<file path="config.mk">
export PLATFORM = sky130hd
export DESIGN_NAME = t_ff_counter_param
export DESIGN_NICKNAME = d
export VERILOG_FILES = /design/src/rtl/t_ff_counter_param_pkg.sv /design/src/rtl/t_ff_counter_param_cell.sv /design/src/rtl/t_ff_counter_param.sv
export SDC_FILE = /design/constraint.sdc
export NUM_CORES = 1
export LEC_CHECK = 0
export ABC_AREA = 1
export CAP_MARGIN = 30
export CELL_PAD_IN_SITES_DETAIL_PLACEMENT = 1
export CELL_PAD_IN_SITES_GLOBAL_PLACEMENT = 1
export CORE_MARGIN = 4
export CORE_UTILIZATION = 29
export DETAILED_ROUTE_END_ITERATION = 16
export PLACE_DENSITY = 0.88
export SLEW_MARGIN = 30
export SYNTH_ARGS = -nofsm -noshare
export SYNTH_HDL_FRONTEND = slang
export SYNTH_SLANG_ARGS = --single-unit
</file>
<file path="constraint.sdc">
create_clock -name Clk -period 2.7 [get_ports Clk]
set_input_delay 0.675 -clock Clk [delete_from_list [all_inputs] [get_ports Clk]]
set_output_delay 0.675 -clock Clk [all_outputs]
set_load 0.02 [all_outputs]
</file>
<file path="src/rtl/t_ff_counter_param_pkg.sv">
// Shared definitions for the T-flip-flop counter family: count modes and width limit.
package cnt_defs;

  typedef enum logic {
    MODE_WRAP = 1'b0,
    MODE_SAT  = 1'b1
  } mode_e;

  localparam int unsigned MAX_WIDTH = 16;

endpackage

</file>
<file path="src/rtl/t_ff_counter_param_cell.sv">
// One-bit toggle flip-flop: flips when t is high, synchronous active-low reset to RST_VAL.
module t_ff_cell #(
  parameter logic RST_VAL = 1'b0
) (
  input  logic clk,
  input  logic reset_n,
  input  logic t,
  output logic q
);

  always_ff @(posedge clk) begin
    if (!reset_n)
      q <= RST_VAL;
    else if (t)
      q <= ~q;
  end

endmodule

</file>
<file path="src/rtl/t_ff_counter_param.sv">
// Up/down modulo counter built from WIDTH toggle cells, with load clamp,
// wrap/saturate ends, terminal-count strobe and sticky overflow.
module t_ff_counter_param
  import cnt_defs::*;
#(
  parameter int unsigned WIDTH     = 4,
  parameter int unsigned MODULUS   = 16,
  parameter int unsigned SATURATE  = 0,
  parameter int unsigned RESET_VAL = 0
) (
  input  logic             Clk,
  input  logic             reset_n,
  input  logic             en,
  input  logic             up,
  input  logic             load,
  input  logic [WIDTH-1:0] D,
  input  logic             clr_ovf,
  output logic [WIDTH-1:0] Q,
  output logic             tc,
  output logic             ovf
);

  generate
    if (WIDTH < 1 || WIDTH > MAX_WIDTH || MODULUS < 2 || MODULUS > (2 ** WIDTH) ||
        RESET_VAL >= MODULUS) begin : g_param_check
      $fatal(1, "t_ff_counter_param: illegal WIDTH/MODULUS/RESET_VAL combination");
    end
  endgenerate

  localparam logic [WIDTH-1:0] MAXV = WIDTH'(MODULUS - 1);
  localparam logic [WIDTH-1:0] ONE  = WIDTH'(1);
  localparam logic [WIDTH-1:0] RV   = WIDTH'(RESET_VAL);
  localparam logic             SAT  = (SATURATE == int'(MODE_SAT));

  logic [WIDTH-1:0] nxt;
  logic [WIDTH-1:0] t;
  logic             at_end;

  assign at_end = up ? (Q == MAXV) : (Q == '0);
  assign tc     = reset_n & en & ~load & at_end;

  always_comb begin
    nxt = Q;
    if (load) begin
      nxt = (D > MAXV) ? MAXV : D;
    end else if (en) begin
      if (up)
        nxt = (Q == MAXV) ? (SAT ? Q : '0) : Q + ONE;
      else
        nxt = (Q == '0) ? (SAT ? Q : MAXV) : Q - ONE;
    end
  end

  // Each cell toggles exactly the bits that differ between current and next count.
  assign t = Q ^ nxt;

  for (genvar i = 0; i < WIDTH; i++) begin : g_cell
    t_ff_cell #(.RST_VAL(RV[i])) u_cell (
      .clk     (Clk),
      .reset_n (reset_n),
      .t       (t[i]),
      .q       (Q[i])
    );
  end

  // Set dominates clear when a wrap and clr_ovf share an edge.
  always_ff @(posedge Clk) begin
    if (!reset_n)
      ovf <= 1'b0;
    else if (tc)
      ovf <= 1'b1;
    else if (clr_ovf)
      ovf <= 1'b0;
  end

endmodule

</file>
==> results of run 1 <==
[logic make-up after synthesis]
| group | synth area share |
|---|---|
| xor gates and xnor gates | 0.0206 |
| adders and majority gates | 0.0588 |
| buffers and inverters | 0.194 |
| and+or+nand+nor | 0.303 |
| AOI/OAI and AO/OA | 0.188 |
| DFF | 0.235 |
[sequential cells by signal, summed over array words and instances (netlist names)]
register         cells
g_cell.u_cell.q      4
ovf                  1
[routing by layer]
metal | up-vias | part of all wire
met5 | - | 0
met2 | 17 | 0.48
met3 | 2 | 0.063
met1 | 231 | 0.45
li1 | 260 | -
met4 | 0 | 0.0063
[report_power, final]
group	internal (mW)	leakage [nW]	switching, mW
registers	0.0794	0.0415	0.00725
logic	0.0450	0.255	0.0450
clock network	0.0561	0.0150	0.0338
[worst max-delay path: cells and delay by family]
kind	cells	cell delay (ns)
AND/OR/NAND/NOR	1	0.15
AO/OA/AOI/OAI	1	0.22
buffers and inverters	3	0.83
[worst min path at each step]
stage                        from            endpoint  depth (start not counted)
6_report                      ovf                 ovf                          2
5_1_grt                       ovf                 ovf                          2
4_1_cts                       ovf                 ovf                          2
3_5_place_dp                  ovf                 ovf                          2
3_3_place_gp                  ovf                 ovf                          2
2_1_floorplan  g_cell[0].u_cell.q  g_cell[0].u_cell.q                          2
[area by class of cell]
class                   instances  area (um^2)  area share
clock buffers                   4         26.3      0.0417
inverters                      11         41.3      0.0655
multi-input cells              48          243       0.385
flip-flops and latches          5          100       0.159
well taps                      15         18.8      0.0298
repair buffers                 22          201       0.319
[layout by cell type, fill, tap and decap left out, drive strengths merged]
cell type	instances
a31oi	1
nand3b	1
nor3	2
inv	11
xnor2	1
nand3	4
nor2	5
clkdlybuf4s50	14
dlygate4sd2	1
o21ai	7
clkbuf	4
buf	7
nand2	18
ha	2
dfxtp	5
a21oi	7
==> flow_metrics.py, run 1 <==
metrics = {
    "placed_design": {
        "pre_cts_ws_ns": -0.131,
        "place_inst": 101,
        "place_area_um2": 606,
        "place.gp.congestion": 0.767,
        "dpl.hpwl_um": 1080,
        "portBuffers": 15,
    },
    "cts": {
        "htree_levels": 1,
        "cts_tree": "done",
        "cts_setup_buffers": 0,
        "cts_buffer_depth": 2,
        "root_buffer": "clkbuf_4",
        "cts_resized": 1,
        "cts_inserted_buffers": 3,
        "clk_pin_slew_ns": 0.05,
        "clkSinkCount": 5,
        "clock_latency_ns": 0.25,
        "hold_buffers": 0,
    },
    "setup_path": {
        "cpMaxStageDelayCell": "clkdlybuf4s50_1",
        "required_ns": 2.03,
        "r2r-end": "g_cell[3].u_cell.q",
        "crit_fanout": 5,
        "cp_cell_sequence": "clkdlybuf4s50_1 > a21oi_1 > nand3b_1 > inv_1 > dlygate4sd2_1",
        "critPathKind": "in -> out",
        "rr_startpoint": "g_cell[0].u_cell.q",
        "arrival_ns": 1.88,
        "cp_slowest_stage_delay_ns": 0.48,
        "rr_worst_depth": 6,
        "r2r_setup_slack_ns": 1.33,
        "crit_path_start_kind": "input port",
        "startpoint": "up",
        "critPathCaptureType": "output pin",
        "crit_end": "tc",
    },
    "sta": {
        "rsz0062_at_grt": "no",
        "final-setup-viol-count": 0,
        "min_period_ns": 2.55,
        "hold_viol": 0,
        "slew_violations": 0,
        "max-slew-margin-rel": 0.792,
        "timing.final.ws_setup_ns": 0.148,
        "holdWs_ns": 0.470,
        "fin_setup_tns_ns": 0,
        "fmax_mhz": 392,
        "fin_crit_sh": 0.945,
        "fin_skew_ns": 0.00530,
        "worst_slew_pin_slew_ns": 0.309,
    },
    "floorplanning": {
        "io_pins": 16,
        "die_y_um": 46.3,
        "coreArea_mm2": 0.00133,
        "num_rows": 13,
        "start_util": 0.319,
        "chipWidth_um": 46.3,
        "dieArea_mm2": 0.00214,
    },
    "route": {
        "drt-vias-per-instance": 4.86,
        "wl_um": 1280,
        "drc": 0,
        "ant_nets": 0,
        "first_pass_iters": 4,
        "drt_iter0_drc": 11,
        "wl_per_cell_um": 12.2,
        "route.vias.total": 510,
    },
    "synthesis": {
        "async_flop_share": 0,
        "ys.flop_type": "dfxtp_1",
        "synth_top_area_frac": 0.235,
        "synth-edff-count": 0,
        "synth.largest_area_cell": "dfxtp_1",
        "yosys-top-cells-area": "dfxtp_1, nand2_1, inv_1",
        "ys_seq_area_frac": 0.235,
        "syn_nets": 81,
        "synthDistinctLibCells": 18,
        "netlist_instances": 69,
        "yosysMostFrequentCell": "nand2_1",
        "ys_seq_elements": 5,
        "ys_top_cells_by_count": "nand2_1, inv_1, a21oi_1",
        "postSynthAreaPerCell_um2": 6.17,
        "ys_warn_count": 0,
        "netlist_area_um2": 425,
    },
    "global_route": {
        "grt_pass1_vias": 507,
        "track_usage": 0.138,
        "grt_first_pass_wirelength_um": 2060,
        "use_met1": 0.159,
        "grt_use_met3": 0.0352,
        "grt_max_degree": 8,
        "use_met2": 0.231,
        "grt_busiest_layer": "met2",
        "antenna_found_initial": 0,
        "grt.overflow.total": 0,
    },
    "layout": {
        "antennaDiodeCount": 0,
        "design_area_um2": 631,
        "syn_to_final_growth_pct": 48.2,
        "final_util": 0.473,
        "drive_gt1_frac": 0.144,
        "final.fill_count": 181,
        "layout.cells.non_filler": 105,
        "nets": 103,
    },
    "power": {
        "power_mw": 0.266,
        "pwr_density_cell_mw_per_mm2": 423,
        "cellLeakagePower_nw": 0.312,
        "ir_drop_mv": 0.230,
    },
    "run": {
        "max_cap_viol_count": 0,
    },
    "hold_path": {
        "hp-class": "reg -> reg",
    },
    "run_status": {
        "status": "complete, no violations",
    },
}
Note: power is estimated with default switching activity, not from simulation.
==> run 2: changes to the inputs <==
GPL_TIMING_DRIVEN = 0   (was default)
SKIP_CTS_REPAIR_TIMING = 1   (was default)
clock period = 3 ns   (was 2.7 ns; I/O delays follow)
==> run 2 against run 1 <==
Net effect:
- via count is 1.8% lower
- core utilization is 1.1 points lower
- clock power is 9.4% lower
- largest cell class unchanged
- highest routed layer unchanged
==> flow_metrics.py, run 2 (synthesis results as in run 1) <==
metrics = {
    "route": {
        "wl_per_cell_um": 10.8,
        "met3WireLength_um": 86,
        "drc": 0,
        "met2WireLength_um": 495,
        "drt_iter0_drc": 2,
        "ant_nets": 0,
        "route.vias.total": 501,
        "wl_um": 1100,
        "routed.top_layer": "met4",
        "drt-vias-per-instance": 4.91,
        "wl_met1_um": 476,
        "first_pass_iters": 4,
    },
    "power": {
        "ir_drop_mv": 0.172,
        "cellLeakagePower_nw": 0.323,
        "pwr_density_cell_mw_per_mm2": 383,
    },
    "setup_path": {
        "required_ns": 2.25,
        "critPathCaptureType": "output pin",
        "crit_path_start_kind": "input port",
        "crit_fanout": 5,
        "worstPathBufferInverterCount": 3,
        "cp_cell_sequence": "clkdlybuf4s50_1 > nor3_2 > nand3b_1 > inv_1 > dlymetal6s2s_1",
        "arrival_ns": 1.82,
        "cp_slowest_stage_delay_ns": 0.50,
        "critPathTopFamily": "buffers and inverters",
        "critPathKind": "in -> out",
        "cpMaxStageDelayCell": "clkdlybuf4s50_1",
    },
    "layout": {
        "nets": 100,
        "final.fill_count": 191,
        "layout.cells.non_filler": 102,
        "final_util": 0.462,
        "antennaDiodeCount": 0,
        "largest_register_ffs": 4,
        "final_cell_mix": "nand2_1, clkdlybuf4s50_1, inv_1, a21oi_1",
        "reg_top3": "g_cell.u_cell.q (4), ovf (1)",
        "syn_to_final_growth_pct": 44.7,
        "drive_gt1_frac": 0.126,
        "layout_commonest_cell": "nand2_1",
        "max_flop_register": "g_cell.u_cell.q",
    },
    "cts": {
        "htree_levels": 1,
        "cts_inserted_buffers": 3,
        "clkSinkCount": 5,
        "cts_tree": "done",
        "clk_pin_slew_ns": 0.04,
        "clock_latency_ns": 0.25,
        "cts_buffer_depth": 2,
        "root_buffer": "clkbuf_4",
    },
    "sta": {
        "fin_crit_sh": 0.856,
        "final-setup-viol-count": 0,
        "holdWs_ns": 0.467,
        "max-slew-margin-rel": 0.823,
        "slew_violations": 0,
        "min_period_ns": 2.57,
        "timing.final.ws_setup_ns": 0.431,
        "fmax_mhz": 389,
        "worst_slew_pin_slew_ns": 0.263,
        "fin_skew_ns": 0.00294,
        "hold_viol": 0,
        "rsz0062_at_grt": "no",
    },
    "global_route": {
        "track_usage": 0.134,
        "grt_pass1_vias": 455,
        "antenna_found_initial": 0,
        "grt_max_degree": 9,
        "grt.overflow.total": 0,
        "grt_first_pass_wirelength_um": 1860,
    },
    "floorplanning": {
        "io_pins": 16,
        "start_util": 0.319,
        "die_y_um": 46.3,
        "num_rows": 13,
        "dieArea_mm2": 0.00214,
        "coreArea_mm2": 0.00133,
        "chipWidth_um": 46.3,
    },
    "placed_design": {
        "place_inst": 98,
        "pre_cts_ws_ns": -0.0782,
        "place.gp.congestion": 0.743,
        "dpl.hpwl_um": 897,
        "portBuffers": 14,
    },
    "hold_path": {
        "hp-class": "reg -> reg",
    },
    "run_status": {
        "status": "complete, no violations",
    },
    "run": {
        "max_cap_viol_count": 0,
    },
}
-- run 2: path summary, 6_finish.rpt --
path              slack (ns)               start  cells after the start  endpoint
hold / removal          0.47                 ovf                      2       ovf
setup reg to reg        1.65  g_cell[0].u_cell.q                      5       ovf
setup / recovery        0.43                load                      5        tc
hold reg to reg         0.47                 ovf                      2       ovf
-- run 2: metal layers --
metal / vias up / GRT usage
li1: 253 / -
met1: 230 / 0.133
met2: 14 / 0.201
met3: 4 / 0.0703
met4: 0 / 0.119
met5: - / 0
-- run 2: stage by stage --
stage               instance area [um^2]  setup TNS (ns)  power [mW]
floorplan                            425               0       0.126
global placement                     584         -0.0803       0.155
detailed placement                   584         -0.0782       0.157
CTS                                  611         -0.0793       0.242
global route                         616               0       0.256
finish                               616               0       0.236
-- run 2: power by group --
| group | switching (mW) | internal [mW] |
|---|---|---|
| combinational | 0.0358 | 0.0391 |
| clock | 0.0309 | 0.0505 |
| sequential | 0.00818 | 0.0715 |
-- run 2: area by class of cell --
| class | count | area [um^2] | area share |
|---|---|---|---|
| Multi-Input combinational cell | 48 | 243 | 0.394 |
| Timing Repair Buffer | 14 | 145 | 0.236 |
| Sequential cell | 5 | 100 | 0.163 |
| Buffer | 5 | 41.3 | 0.0671 |
| Inverter | 11 | 41.3 | 0.0671 |
| Clock buffer | 4 | 26.3 | 0.0427 |
| Tap cell | 15 | 18.8 | 0.0305 |
-- run 2: tightest hold or removal path, stage by stage, from the launching register on --
cell	delay (ns)
dfxtp_1	0.30
nand2_1	0.06
a21oi_1	0.05
==> run 3: changes to the inputs <==
CORE_UTILIZATION = 30   (was 29)
CTS_BUF_LIST = sky130_fd_sc_hd__clkbuf_4 sky130_fd_sc_hd__clkbuf_8   (was default)
PLACE_DENSITY = 0.9   (was 0.88)
SLEW_MARGIN = default   (was 30)
==> run 3 against run 2 <==
Net effect:
- non-clock buffer count is the same
- routed wire length grew 9.2%
- cell area grew 0.20%
- total power grew 5.1%
- via count shrank 1.2%
- hold slack lost 0.0023 ns
==> flow_metrics.py, run 3 (synthesis results as in run 1) <==
metrics = {
    "run_status": {
        "status": "complete, no violations",
    },
    "floorplanning": {
        "num_rows": 13,
        "chipWidth_um": 45.7,
        "die_y_um": 45.7,
        "coreArea_mm2": 0.00132,
        "start_util": 0.323,
        "dieArea_mm2": 0.00208,
        "io_pins": 16,
    },
    "placed_design": {
        "place.gp.congestion": 0.736,
        "dpl.hpwl_um": 992,
        "portBuffers": 14,
    },
    "power": {
        "combPwrFrac": 0.306,
        "p_seq_frac": 0.322,
        "power_mw": 0.248,
        "pwr_density_cell_mw_per_mm2": 402,
        "ir_drop_mv": 0.255,
        "pwr-share-clk": 0.372,
        "internal_power_mw": 0.170,
        "swShare": 0.313,
        "switchingPower_mw": 0.0777,
        "cellLeakagePower_nw": 0.317,
    },
    "cts": {
        "cts_buffer_depth": 2,
        "root_buffer": "clkbuf_4",
        "cts_inserted_buffers": 3,
        "clock_latency_ns": 0.25,
        "clkSinkCount": 5,
        "cts_tree": "done",
        "clk_pin_slew_ns": 0.05,
        "htree_levels": 1,
    },
    "layout": {
        "final_cell_mix": "nand2_1, clkdlybuf4s50_1, inv_1, a21oi_1",
        "syn_to_final_growth_pct": 45.0,
        "nets": 100,
        "reg_top3": "g_cell.u_cell.q (4), ovf (1)",
        "final_util": 0.468,
        "layout_commonest_cell": "nand2_1",
        "max_flop_register": "g_cell.u_cell.q",
        "largest_register_ffs": 4,
        "antennaDiodeCount": 0,
        "drive_gt1_frac": 0.138,
    },
    "setup_path": {
        "r2r-end": "ovf",
        "r2r_setup_slack_ns": 1.65,
        "crit_fanout": 6,
        "required_ns": 2.25,
        "crit_path_start_kind": "input port",
        "rr_worst_depth": 5,
        "critPathKind": "in -> out",
        "rr_startpoint": "g_cell[0].u_cell.q",
        "critPathCaptureType": "output pin",
        "arrival_ns": 1.98,
    },
    "route": {
        "route.vias.total": 495,
        "drt_iter0_drc": 6,
        "wl_per_cell_um": 11.8,
        "drc": 0,
        "wl_um": 1200,
        "drt-vias-per-instance": 4.85,
        "first_pass_iters": 4,
        "ant_nets": 0,
    },
    "global_route": {
        "grt_busiest_layer": "met2",
        "track_usage": 0.144,
        "grt_pass1_vias": 482,
        "antenna_found_initial": 0,
        "grt_max_degree": 9,
        "grt.overflow.total": 0,
        "use_met1": 0.170,
        "use_met2": 0.231,
        "grt_first_pass_wirelength_um": 2090,
        "grt_use_met3": 0.0474,
    },
    "run": {
        "max_cap_viol_count": 0,
    },
    "sta": {
        "fin_skew_ns": 0.00116,
        "final-setup-viol-count": 0,
        "rsz0062_at_grt": "no",
        "max-slew-margin-rel": 0.832,
        "worst_slew_pin_slew_ns": 0.250,
        "hold_viol": 0,
        "slew_violations": 0,
        "fmax_mhz": 366,
        "min_period_ns": 2.73,
        "fin_crit_sh": 0.911,
    },
    "hold_path": {
        "worstHoldStart": "ovf",
        "hold_end": "ovf",
        "holdPathStages": 2,
        "hp-class": "reg -> reg",
    },
}
==> run 3: area by class of cell <==
class | count | area (um^2)
plain buffers | 5 | 41.3
clock buffers | 4 | 30.0
fillers | 183 | 701
inverters | 11 | 41.3
multi-input cells | 48 | 243
flip-flops and latches | 5 | 100
well taps | 15 | 18.8
repair buffers | 14 | 143
==> run 3: worst max-delay path by stage <==
| stage | slack [ns] | end | depth (start not counted) | from |
|---|---|---|---|---|
| global route | 0.13 | tc | 6 | en |
| global placement | -0.07 | tc | 6 | en |
| CTS | -0.14 | tc | 6 | en |
| detailed placement | -0.14 | tc | 6 | en |
| floorplan | 1.03 | tc | 4 | up |
| finish | 0.27 | tc | 6 | en |
==> run 3: routing by layer <==
metal,up-vias,part of all wire,routed length (um)
met4,0,0.014,17
met5,-,0,0
met1,228,0.39,467
li1,252,-,-
met2,13,0.54,648
met3,2,0.055,66
==> run 3: worst max-delay path: stages <==
cell and delay (ns):
clkdlybuf4s50_1 0.59, inv_2 0.08, nor3_2 0.14, nand3b_1 0.10, inv_1 0.08, dlymetal6s2s_1 0.24
==> run 3: through the flow <==
step | setup WS [ns] | TNS [ns] | hold slack, ns | cell area (um^2) | instances
global placement | -0.0676 | -0.0676 | 0.457 | 584 | 98
global route | 0.132 | 0 | 0.500 | 617 | 102
finish | 0.266 | 0 | 0.465 | 617 | 102
floorplan | 1.03 | 0 | 0.495 | 425 | 69
detailed placement | -0.139 | -0.139 | 0.464 | 584 | 98
CTS | -0.144 | -0.144 | 0.468 | 614 | 102
==> run 3: power groups by stage <==
| stage | Clock (mW) | Combinational [mW] | Sequential [mW] |
|---|---|---|---|
| detailed placement | 0 | 0.0769 | 0.0812 |
| CTS | 0.0970 | 0.0772 | 0.0799 |
| global route | 0.103 | 0.0858 | 0.0809 |
| global placement | 0 | 0.0738 | 0.0807 |
| floorplan | 0 | 0.0475 | 0.0786 |
| finish | 0.0923 | 0.0760 | 0.0798 |
